==> src/rtl/pipelined_cs_subtractor.sv <==
// pipelined_cs_subtractor
//
// Two-stage pipelined carry-select subtractor: diff = (a - b - bin) mod 2^WIDTH.
// Stage 1 registers the low-half difference and its borrow, together with two
// speculative high halves: d0 assumes no borrow into the high half and d1 assumes
// a borrow. Stage 2 picks one high candidate using the registered low-half borrow.
// Valid/ready handshakes on both sides allow one operation per cycle.
//
// Parameters:
//   WIDTH      operand width; must be even and >= 4 (split point H = WIDTH/2)
// Ports:
//   clk        rising-edge clock
//   rst_n      asynchronous active-low reset
//   in_valid   operand set present
//   in_ready   block can accept operands this cycle
//   a, b, bin  minuend, subtrahend, borrow in
//   out_valid  result present
//   out_ready  consumer accepts result this cycle
//   diff       (a - b - bin) mod 2^WIDTH
//   bout       unsigned borrow out (a < b + bin)
//   ovf        signed overflow of the exact a - b - bin

module pipelined_cs_subtractor #(
    parameter int unsigned WIDTH = 32
) (
    input  logic             clk,
    input  logic             rst_n,
    input  logic             in_valid,
    output logic             in_ready,
    input  logic [WIDTH-1:0] a,
    input  logic [WIDTH-1:0] b,
    input  logic             bin,
    output logic             out_valid,
    input  logic             out_ready,
    output logic [WIDTH-1:0] diff,
    output logic             bout,
    output logic             ovf
);

    localparam int unsigned H = WIDTH / 2;

    // Stage 1 state
    logic         s1_valid_q, s1_valid_d;
    logic [H-1:0] s1_lo_q;
    logic         s1_lo_borrow_q;
    logic [H-1:0] s1_hi0_q, s1_hi1_q;
    logic         s1_bout0_q, s1_bout1_q;
    logic         s1_ovf0_q, s1_ovf1_q;

    // Stage 2 state
    logic             s2_valid_q, s2_valid_d;
    logic [WIDTH-1:0] diff_q;
    logic             bout_q, ovf_q;

    // Extended by one bit so the MSB of each result is the borrow out.
    logic [H:0] lo_ext, hi0_ext, hi1_ext;
    logic       ovf0, ovf1;

    logic s1_load, s2_load;

    always_comb begin
        lo_ext  = {1'b0, a[H-1:0]} - {1'b0, b[H-1:0]} - {{H{1'b0}}, bin};
        hi0_ext = {1'b0, a[WIDTH-1:H]} - {1'b0, b[WIDTH-1:H]};
        hi1_ext = hi0_ext - {{H{1'b0}}, 1'b1};
        // Signed overflow of a - b - c: operand signs differ and the result sign
        // differs from the minuend's sign.
        ovf0 = (a[WIDTH-1] ^ b[WIDTH-1]) & (hi0_ext[H-1] ^ a[WIDTH-1]);
        ovf1 = (a[WIDTH-1] ^ b[WIDTH-1]) & (hi1_ext[H-1] ^ a[WIDTH-1]);
    end

    // Handshake: stage 2 frees up when empty or being popped; stage 1 can take new
    // operands when empty or when its contents advance into stage 2 this cycle.
    always_comb begin
        s2_load  = s1_valid_q && (!s2_valid_q || out_ready);
        in_ready = !s1_valid_q || s2_load;
        s1_load  = in_valid && in_ready;

        s1_valid_d = s1_valid_q;
        if (s1_load) begin
            s1_valid_d = 1'b1;
        end else if (s2_load) begin
            s1_valid_d = 1'b0;
        end

        s2_valid_d = s2_valid_q;
        if (s2_load) begin
            s2_valid_d = 1'b1;
        end else if (out_ready) begin
            s2_valid_d = 1'b0;
        end
    end

    always_ff @(posedge clk or negedge rst_n) begin
        if (!rst_n) begin
            s1_valid_q     <= 1'b0;
            s1_lo_q        <= '0;
            s1_lo_borrow_q <= 1'b0;
            s1_hi0_q       <= '0;
            s1_hi1_q       <= '0;
            s1_bout0_q     <= 1'b0;
            s1_bout1_q     <= 1'b0;
            s1_ovf0_q      <= 1'b0;
            s1_ovf1_q      <= 1'b0;
        end else begin
            s1_valid_q <= s1_valid_d;
            if (s1_load) begin
                s1_lo_q        <= lo_ext[H-1:0];
                s1_lo_borrow_q <= lo_ext[H];
                s1_hi0_q       <= hi0_ext[H-1:0];
                s1_hi1_q       <= hi1_ext[H-1:0];
                s1_bout0_q     <= hi0_ext[H];
                s1_bout1_q     <= hi1_ext[H];
                s1_ovf0_q      <= ovf0;
                s1_ovf1_q      <= ovf1;
            end
        end
    end

    // Selection uses only the low-half borrow; bin was already folded into it.
    always_ff @(posedge clk or negedge rst_n) begin
        if (!rst_n) begin
            s2_valid_q <= 1'b0;
            diff_q     <= '0;
            bout_q     <= 1'b0;
            ovf_q      <= 1'b0;
        end else begin
            s2_valid_q <= s2_valid_d;
            if (s2_load) begin
                if (s1_lo_borrow_q) begin
                    diff_q <= {s1_hi1_q, s1_lo_q};
                    bout_q <= s1_bout1_q;
                    ovf_q  <= s1_ovf1_q;
                end else begin
                    diff_q <= {s1_hi0_q, s1_lo_q};
                    bout_q <= s1_bout0_q;
                    ovf_q  <= s1_ovf0_q;
                end
            end
        end
    end

    assign out_valid = s2_valid_q;
    assign diff      = diff_q;
    assign bout      = bout_q;
    assign ovf       = ovf_q;

endmodule

==> config.mk <==
export PLATFORM = sky130hd
export DESIGN_NAME = pipelined_cs_subtractor
export DESIGN_NICKNAME = d
export VERILOG_FILES = /design/src/rtl/pipelined_cs_subtractor.sv
export SDC_FILE = /design/constraint.sdc
export NUM_CORES = 1
export LEC_CHECK = 0
export BUFFER_PORTS_ARGS = -buffer_cell sky130_fd_sc_hd__buf_2
export CORE_ASPECT_RATIO = 1.4
export CORE_MARGIN = 3
export CORE_UTILIZATION = 45
export DETAILED_ROUTE_END_ITERATION = 10
export GPL_TIMING_DRIVEN = 0
export PLACE_DENSITY = 0.66
export SETUP_SLACK_MARGIN = 0.3
export SKIP_CTS_REPAIR_TIMING = 1
export SLEW_MARGIN = 5
export SYNTH_ARGS = -nofsm -noshare
export SYNTH_HDL_FRONTEND = slang
export SYNTH_SLANG_ARGS = --single-unit
export TNS_END_PERCENT = 20
==> constraint.sdc <==
create_clock -name clk -period 1.99 [get_ports clk]
set_input_delay 0.0995 -clock clk [delete_from_list [all_inputs] [get_ports clk]]
set_output_delay 0.0995 -clock clk [all_outputs]
set_load 0.01 [all_outputs]
## Word level (Yosys, flattened, before mapping)

Index checks and enable logic that the tools add are counted.

- Register bits after elaboration: 89
- Input bits: 69
- Logic and storage cells: 37

- $add $sub $neg: 4
- Muxes and demuxes: 7
- Bitwise gates (word level): 5
- Reductions and logical operators: 8

Operators by type and width:

| kind | count |
|---|---|
| $sub 16x16->17 | 2 |
| $mux 32 | 1 |
| $sub 17x1->17 | 1 |
| $sub 17x1->17 const B | 1 |
| $mux 1 | 6 |
| $reduce_bool 2->1 | 2 |
| $xor 1x1->1 | 3 |
| $and 1x1->1 | 2 |
| $logic_and 1x1->1 | 2 |
| $logic_not 1->1 | 2 |
| $logic_or 1x1->1 | 2 |

## Logic depth before layout (Yosys ltp)

Gate-level depths: netlist of the first run.

- Depth in word-level cells: 6
- Gate-level depth with buffers: 12

## Worst setup path before layout of the first run

OpenSTA, ideal clock, no wires.

- Path kind: input -> register
- Start point: input port a[16]
- End point: register s1_hi1_q[13]
- Arrival: 2.554 ns
- Required time: 1.921 ns
- Path slack: -0.633 ns
- Stages: 12
- Buffers on the path: 0
- Cells stage by stage: inv_1 ha_1 inv_1 fa_1 a21o_1 a22o_1 o31ai_4 o21ai_0 xor2_1 or3_4 or4_1 nand3_1

- Longest elaborated chain between the ends: 2

RTL lines:

| item | line | RTL |
|---|---|---|
| from (decl) | 30 | `input logic [WIDTH-1:0] a,` |
| $sub 16x16->17 | 63 | `hi0_ext = {1'b0, a[WIDTH-1:H]} - {1'b0, b[WIDTH-1:H]};` |
| $sub 17x1->17 | 64 | `hi1_ext = hi0_ext - {{H{1'b0}}, 1'b1};` |
| to (signal assigned) | 110 | `s1_hi1_q <= hi1_ext[H-1:0];` |
| to (decl) | 46 | `logic [H-1:0] s1_hi0_q, s1_hi1_q;` |

No other way between the ends.
A chain may end at the register's enable or synchronous reset.

## Worst setup path after layout of the first run

Same ends and word-level chain as after synthesis.

==> flow_metrics.tcl, run 1 <==
set metrics [dict create \
    outcome "complete, but fails checks" \
    violations "negative setup slack" \
    synth_top_area_share_pct 39.0 \
    async_flop_share_pct 100 \
    htreeDepth 3 \
    tightest_slew_ns 0.820 \
    powerDensity_mw_per_mm2 909 \
    grt_overflow 0 \
    path_clk_slew_ns 0.06 \
    max-slew-margin-rel_pct 45.4 \
    drt_iter0_markers 240 \
    hold-path-cell-count 3 \
    cts_max_path_buffers 2 \
    drv_cap 0 \
    viasPerCell 5.47 \
    hold_class "input pin to flip-flop" \
    hold_viol_final 0 \
    cts_root_buf "clkbuf_16" \
    drive_gt1_share_pct 30.9 \
    reg2reg_depth 6 \
    rsz0062_at_grt "true" \
    path_class "input pin to flip-flop" \
    n_antenna_cell 0 \
    ys_seq_elements 89 \
    stdcell_count 934 \
    cp.arrival_ns 2.81 \
    netlist_top_cells_area "dfrtp_1, ha_1, nand2_1" \
    synth_area_mm2 0.00571 \
    die_w_um 101 \
    die_area_mm2 0.0141 \
    insertion_delay_ns 0.34 \
    post-route-period-util_pct 127 \
    hold_ws_ns 0.0416 \
    cts_sinks 89 \
    design_area_mm2 0.00741 \
    syn_to_final_growth_pct 29.7 \
    p_seq_share_pct 38.3 \
    netlist_instances 636 \
    grt_max_degree 67 \
    synth_fp_nets 755 \
    grt_pass1_wl_um 23400 \
    dpl_cell_area_mm2 0.00661 \
    slew_violations 0 \
    layout.nets 898 \
    vias 5109 \
    synth-main-ff-cell "dfrtp_1" \
    fin_util_pct 59.9 \
    ioPinCount 105 \
    clockPowerShare_pct 24.5 \
    core-area_mm2 0.0124 \
    comb_power_share_pct 37.2 \
    synth_top_cell_by_area "dfrtp_1" \
    min_period_ns 2.53 \
    die_h_um 139 \
    leakagePower_uw 0.00361 \
    antenna_found_initial 0 \
    drcViolationCount 0 \
    cts_buffers 9 \
    setup_viol 18 \
    gp_congestion 0.894 \
    start_util_pct 46.2 \
    finClkSkew_ns 0.00634 \
    dp_hpwl_um 10700 \
    layout_setup_ws_ns -0.538 \
    cp.required_ns 2.27 \
    avgSynthCellArea_um2 8.98 \
    yosys_warnings 0 \
    cts_tree "yes" \
    drtAntennaViolNets 0 \
    dpl.cell_count 891 \
    p_int_uw 4390 \
    io_buffers 104 \
    ys_types 57 \
    totalWireLength_um 14800 \
    cp-start-kind "input pin" \
    grtUsageTotal_pct 20.5 \
    dr.pass1.iters 4 \
    ir_drop_mv 0.519 \
    grt_pass1_vias 4945 \
    power_switching_uw 2340 \
    cp_max_fo 3 \
    p_sw_share_pct 34.8 \
    rows 48 \
    ys_seq_area_share_pct 39.0 \
    clock.fmax_mhz 395 \
    routedWlPerCell_um 15.9 \
    crit_path_end_kind "flip-flop" \
    synth_edf_count 0 \
]
==> power by group through the flow <==
stage	clock, µW	sequential (µW)	combinational, µW
finish	1650	2580	2510
global route	1740	2640	2780
CTS	1660	2580	2240
detailed placement	0	2610	2220
global placement	0	2590	2170
floorplan	0	2670	1370
==> cells in the mapped netlist (11+ instances only) <==
| cell type | number |
|---|---|
| nor3_1 | 13 |
| dfrtp_1 | 89 |
| ha_1 | 47 |
| a21oi_1 | 20 |
| nor2_1 | 21 |
| clkbuf_1 | 17 |
| xor2_1 | 11 |
| mux2i_1 | 19 |
| mux2_2 | 16 |
| nand2b_1 | 12 |
| nand2_1 | 100 |
| nand3_1 | 12 |
| inv_1 | 70 |
| o21ai_0 | 67 |
| xnor2_1 | 14 |
==> critical path, cell delays in order <==
cell and delay [ns]:
buf_8 0.11, inv_12 0.04, ha_4 0.12, inv_2 0.03, fa_2 0.35, a21o_1 0.22, a22o_1 0.27, o31ai_4 0.31
o21ai_2 0.15, xor2_4 0.18, or3_4 0.42, or4_4 0.42, nand3_2 0.08
==> state kept, by name, summed over array words and instances, names as in the netlist <==
name	count
bout	1
s1_ovf0_q	1
s1_bout0_q	1
s1_ovf1_q	1
s1_bout1_q	1
ovf	1
s1_lo_borrow_q	1
s1_hi0_q	16
s1_hi1_q	16
s1_lo_q	16
out_valid	1
diff	32
s1_valid_q	1
==> placed cells by master (no fill, tap or decap), types with 7 or more instances in the layout <==
cell type  synthesis  layout
nand2_1          100      98
nand4_1            9       9
o21ai_1            1       9
clkbuf_2           0       7
clkbuf_16          0       9
a21oi_1           20      15
buf_2              0     101
nand3_1           12      11
mux2_2            16      16
mux2i_1           19      18
nor2_1            21      19
buf_4              0      22
xor2_1            11       9
ha_1              47      37
nor3_1            13       9
o21a_1             7       7
o21ai_0           67      56
xnor2_1           14       8
nand2b_1          12       8
inv_1             70      65
clkbuf_1          17      15
dfrtp_1           89      89
==> kinds of logic (layout without fill, tap and decap cells) <==
family	count (synthesis)	in the layout	synth area share [%]
AOI/OAI and AO/OA	146	146	16.5
xor gates and xnor gates	26	26	4.12
adders and majority gates	50	50	11.3
buffers and inverters	90	238	5.92
DFF	89	89	39.0
muxes	35	35	6.49
and+or+nand+nor	200	200	16.7
==> metrics by stage <==
stage	TNS (ns)	total power, µW	worst slack (ns)
after floorplan	-5.33	4040	-0.569
after global placement	-19.58	4760	-1.14
after detailed placement	-20.49	4840	-1.14
after CTS	-10.41	6480	-0.802
after global routing	-8.90	7160	-0.629
final	-5.25	6740	-0.538
==> path summary, 6_finish.rpt <==
path                                  startpoint                       end  slack (ns)
hold / removal                         out_ready     out_valid$_DFFE_PN0P_        0.04
min in group asynchronous                  rst_n      diff[26]$_DFFE_PN0P_        0.21
setup / recovery                           a[16]  s1_hi1_q[13]$_DFFE_PN0P_       -0.54
hold reg to reg             diff[30]$_DFFE_PN0P_      diff[30]$_DFFE_PN0P_        0.47
max in group asynchronous                  rst_n      diff[11]$_DFFE_PN0P_        1.14
setup reg to reg           out_valid$_DFFE_PN0P_  s1_hi1_q[15]$_DFFE_PN0P_        0.03
==> routing by layer <==
layer  GRT usage [%]  vias to the layer above  routed length, µm
met5               0                        -                  0
met4            6.51                        0                295
met3            2.26                       24                606
met2            36.3                      136               7970
met1            25.7                     2466               5960
li1                -                     2483                  -
==> cell type report <==
| type | instances | area (µm²) |
|---|---|---|
| plain buffers | 20 | 87.6 |
| inverters | 70 | 275 |
| multi-input cells | 457 | 3550 |
| flip-flops and latches | 89 | 2230 |
| clock inverters | 1 | 8.76 |
| well taps | 150 | 188 |
| fillers | 1104 | 4960 |
| clock buffers | 15 | 278 |
| repair buffers | 132 | 790 |
(Power assumes the default switching activity.)
==> inputs of run 2 (changes only) <==
CORE_UTILIZATION = 35   (was 45)
PLACE_DENSITY = 0.53   (was 0.66)
==> flow_metrics.tcl, run 2 (same netlist as run 1, synthesis figures left out) <==
set metrics [dict create \
    outcome "complete, but fails checks" \
    violations "negative hold slack, negative setup slack" \
    tightest_slew_ns 0.628 \
    totalWireLength_um 14900 \
    viasPerCell 5.12 \
    syn_to_final_growth_pct 30.4 \
    ioPinCount 105 \
    cts_max_path_buffers 2 \
    regArea_mm2 0.00223 \
    insertion_delay_ns 0.34 \
    drv_cap 0 \
    largest_reg_flops 32 \
    wl_met3_um 695 \
    slew_violations 0 \
    core-area_mm2 0.0158 \
    cts_tree "yes" \
    die_h_um 157 \
    dp_hpwl_um 11200 \
    htreeDepth 3 \
    ir_drop_mv 0.532 \
    drt_iter0_markers 222 \
    powerDensity_mw_per_mm2 914 \
    die_area_mm2 0.0179 \
    hold_viol_final 1 \
    fill_cells 1571 \
    routed.top_layer "met4" \
    cp_max_fo 3 \
    grt_pass1_wl_um 23500 \
    crit_path_end_kind "flip-flop" \
    cts_buffers 9 \
    cp.required_ns 2.26 \
    gp_congestion 0.835 \
    path_clk_slew_ns 0.06 \
    rows 54 \
    power_uw 6810 \
    cts_root_buf "clkbuf_16" \
    cp.arrival_ns 2.82 \
    leakagePower_uw 0.00357 \
    clock.fmax_mhz 393 \
    routedWlPerCell_um 15.3 \
    antenna_found_initial 0 \
    grt_overflow 0 \
    stdcell_count 975 \
    grt_max_degree 65 \
    vias 4988 \
    hold_class "input pin to flip-flop" \
    final_cell_mix "buf_2, nand2_1, dfrtp_1, inv_1, o21ai_0" \
    n_antenna_cell 0 \
    wl_met2_um 7910 \
    grt_pass1_vias 4851 \
    min_period_ns 2.54 \
    die_w_um 114 \
    final_common_cell "buf_2" \
    drive_gt1_share_pct 30.6 \
    start_util_pct 36.1 \
    layout_setup_ws_ns -0.552 \
    dr.pass1.iters 4 \
    hold_ws_ns -0.00756 \
    cts_sinks 89 \
    rsz0062_at_grt "true" \
    setup_viol 18 \
    grtUsageTotal_pct 16.4 \
    cp-start-kind "input pin" \
    drcViolationCount 0 \
    io_buffers 104 \
    drtAntennaViolNets 0 \
    path_class "input pin to flip-flop" \
    max-slew-margin-rel_pct 57.7 \
    dpl.cell_count 937 \
    finClkSkew_ns 0.00658 \
    layout.nets 893 \
    post-route-period-util_pct 128 \
    multi_input_area_mm2 0.00356 \
    wl_met1_um 6050 \
]
## run 2: area by class of cell
type | count | share of cell area, %
Buffer | 20 | 1.21
Clock buffer | 12 | 3.44
Clock inverter | 4 | 0.689
Inverter | 70 | 3.73
Multi-Input combinational cell | 457 | 47.8
Sequential cell | 89 | 29.9
Tap cell | 196 | 3.29
Timing Repair Buffer | 127 | 9.96
## run 2: final timing paths
| check | startpoint | endpoint | slack, ns | cells past startpoint |
|---|---|---|---|---|
| max | a[16] | s1_hi1_q[13]$_DFFE_PN0P_ | -0.55 | 13 |
| min | in_valid | s1_valid_q$_DFFE_PN0P_ | -0.008 | 2 |
| max reg2reg | out_valid$_DFFE_PN0P_ | s1_hi1_q[15]$_DFFE_PN0P_ | 0.11 | 6 |
| min reg2reg | diff[27]$_DFFE_PN0P_ | diff[27]$_DFFE_PN0P_ | 0.47 | 2 |
| max in group asynchronous | rst_n | diff[7]$_DFFE_PN0P_ | 1.13 | 3 |
| min in group asynchronous | rst_n | diff[22]$_DFFE_PN0P_ | 0.22 | 2 |
## run 2: per-stage QoR
stage | utilization [%] | cell area [µm²] | setup WS [ns] | setup TNS, ns
3_3_place_gp | 42.0 | 6640 | -1.16 | -21.06
6_report | 47.1 | 7450 | -0.552 | -4.92
3_5_place_dp | 42.2 | 6670 | -1.20 | -22.28
4_1_cts | 44.1 | 6970 | -0.835 | -12.23
5_1_grt | 47.1 | 7450 | -0.627 | -7.26
2_1_floorplan | - | 5870 | -0.569 | -5.33
## run 2: worst max-delay path, cell delays in order
cell	delay (ns)
buf_8	0.11
inv_12	0.04
ha_4	0.12
inv_2	0.04
fa_2	0.38
a21o_1	0.18
a22o_1	0.25
o31ai_4	0.30
xor2_2	0.24
nand2_2	0.10
or3_4	0.41
or4_1	0.47
nand3_1	0.08
## run 2: power by group
part / internal, µW / leakage (µW) / switching [µW]
clock network: 1040 / 0.000149 / 701
logic: 1120 / 0.00233 / 1370
registers: 2310 / 0.00108 / 266
total: 4470 / 0.00357 / 2340
## run 2: routing by layer
metal  vias up  GRT usage (%)
li1       2473              -
met1      2383           19.4
met2       112           30.3
met3        20           2.92
met4         0           4.24
met5         -              0
==> inputs of run 3 (changes only) <==
==> constraint.sdc (replaced) <==
create_clock -name clk -period 1.99 [get_ports clk]
set_input_delay 0.2985 -clock clk [delete_from_list [all_inputs] [get_ports clk]]
set_output_delay 0.2985 -clock clk [all_outputs]
set_load 0.01 [all_outputs]
==> flow_metrics.tcl, run 3 (same netlist as run 1, synthesis figures left out) <==
set metrics [dict create \
    cts_tree "yes" \
    ir_drop_mv 0.657 \
    routedWlPerCell_um 15.3 \
    rsz0062_at_grt "true" \
    final_common_cell "buf_2" \
    finClkSkew_ns 0.00478 \
    leakagePower_uw 0.00357 \
    grtUsageTotal_pct 16.1 \
    core-area_mm2 0.0158 \
    dr.pass1.iters 5 \
    cts_sinks 89 \
    r2r_start "s1_lo_borrow_q$_DFFE_PN0P_" \
    largest_reg_flops 32 \
    grt_pass1_vias 4762 \
    path_class "input pin to flip-flop" \
    drtAntennaViolNets 0 \
    hold-path-cell-count 2 \
    p_int_uw 4420 \
    cts_buffers 9 \
    grt_use_met2_pct 29.4 \
    cts_root_buf "clkbuf_16" \
    antenna_found_initial 0 \
    io_buffers 104 \
    syn_to_final_growth_pct 31.4 \
    layout_setup_ws_ns -0.637 \
    powerDensity_mw_per_mm2 905 \
    grt_pass1_wl_um 23100 \
    power_uw 6790 \
    dp_hpwl_um 11200 \
    grtUsageMet1_pct 19.4 \
    max-slew-margin-rel_pct 45.1 \
    min_period_ns 2.63 \
    p_sw_share_pct 34.9 \
    critPathBufInv 3 \
    fill_cells 1572 \
    rrSetupSlack_ns 0 \
    hold_class "input pin to flip-flop" \
    grt_use_met3_pct 2.81 \
    pre_cts_ws_ns -1.36 \
    start_util_pct 36.1 \
    crit_slowest_cell "or4_1" \
    die_area_mm2 0.0179 \
    ioPinCount 105 \
    drcViolationCount 0 \
    tightest_slew_ns 0.823 \
    cp.arrival_ns 2.90 \
    totalWireLength_um 14800 \
    comb_power_share_pct 36.9 \
    p_seq_share_pct 38.0 \
    crit_path_end_kind "flip-flop" \
    clock.fmax_mhz 381 \
    die_h_um 157 \
    gp_congestion 0.838 \
    hold_viol_final 0 \
    outcome "complete, but fails checks" \
    clockPowerShare_pct 25.0 \
    drive_gt1_share_pct 30.9 \
    hold_path_end "s1_valid_q$_DFFE_PN0P_" \
    insertion_delay_ns 0.34 \
    power_switching_uw 2370 \
    violations "negative setup slack" \
    drt_iter0_markers 197 \
    slew_violations 0 \
    post-route-period-util_pct 132 \
    n_antenna_cell 0 \
    slowest_delay_ns 0.41 \
    grt_max_degree 52 \
    cts_max_path_buffers 2 \
    hold_start "in_valid" \
    cpLargestDelayFamily "simple AND/OR/NAND/NOR gates" \
    cp_max_fo 3 \
    reg2reg_depth 4 \
    r2r-end "diff[30]$_DFFE_PN0P_" \
    die_w_um 114 \
    dpl_cell_area_mm2 0.00667 \
    viasPerCell 5.14 \
    rows 54 \
    layout.nets 892 \
    setup_viol 29 \
    cp.required_ns 2.27 \
    worstSetupStartpoint "a[16]" \
    grt.busiest_layer "met2" \
    htreeDepth 3 \
    vias 4997 \
    path_depth 13 \
    path_clk_slew_ns 0.07 \
    design_area_mm2 0.00750 \
    final_cell_mix "buf_2, nand2_1, dfrtp_1, inv_1, o21ai_0" \
    path_cells "buf_8, inv_12, ha_4, inv_2, fa_2, a21o_1, a22o_1, o31ai_4, o21ai_2, xor2_4, or3_4, or4_1, nand3_1" \
    cp-start-kind "input pin" \
    grt_overflow 0 \
    drv_cap 0 \
]
## run 3: changes by cell type in the layout (fill, tap and decap cells not counted), sizes merged
cell / previous run / this run
inv: 70 / 71
clkinv: 2 / 3
buf: 129 / 125
## run 3: per-stage QoR
| step | TNS, ns | cells | hold slack [ns] | utilization, % |
|---|---|---|---|---|
| finish | -8.30 | 973 | 0.196 | 47.5 |
| global route | -13.14 | 973 | 0.220 | 47.5 |
| CTS | -17.36 | 952 | -0.0518 | 44.0 |
| detailed placement | -30.05 | 937 | 0.315 | 42.2 |
| global placement | -43.05 | 936 | 0.458 | 42.0 |
| floorplan | -10.42 | 636 | 0.00291 | - |
## run 3: worst max path at each step
stage / to / slack (ns)
6_report: s1_hi1_q[13]$_DFFE_PN0P_ / -0.64
2_1_floorplan: s1_hi1_q[13]$_DFFE_PN0P_ / -0.77
3_5_place_dp: s1_lo_q[15]$_DFFE_PN0P_ / -1.36
5_1_grt: s1_hi1_q[13]$_DFFE_PN0P_ / -0.72
3_3_place_gp: s1_hi1_q[14]$_DFFE_PN0P_ / -1.36
4_1_cts: s1_lo_q[15]$_DFFE_PN0P_ / -1.00
## run 3: power groups by stage
stage	registers [µW]	logic, µW	clock network, µW
5_1_grt	2650	2780	1800
3_3_place_gp	2600	2200	0
4_1_cts	2590	2260	1730
6_report	2580	2510	1700
3_5_place_dp	2620	2240	0
2_1_floorplan	2670	1370	0
## run 3: final cells by class
cell class	instances	area (µm²)	area share, %
Timing Repair Buffer	126	746	9.94
Tap cell	196	245	3.27
Sequential cell	89	2230	29.7
Clock buffer	9	225	3.00
Multi-Input combinational cell	457	3630	48.4
Buffer	20	83.8	1.12
Inverter	70	275	3.67
Clock inverter	6	68.8	0.917
## run 3: layer usage
metal | vias up | wire length, µm | share of wire (%)
li1 | 2480 | - | -
met1 | 2420 | 6270 | 42
met2 | 81 | 7840 | 53
met3 | 16 | 512 | 3.4
met4 | 0 | 228 | 1.5
met5 | - | 0 | 0
## run 3: worst reg2reg max path, delay by kind of cell (launching register included)
family                 cells  cell delay (ns)
AO/OA/AOI/OAI              1             0.11
multiplexers               1             0.34
buffers and inverters      2             1.08
flip-flops                 1             0.32
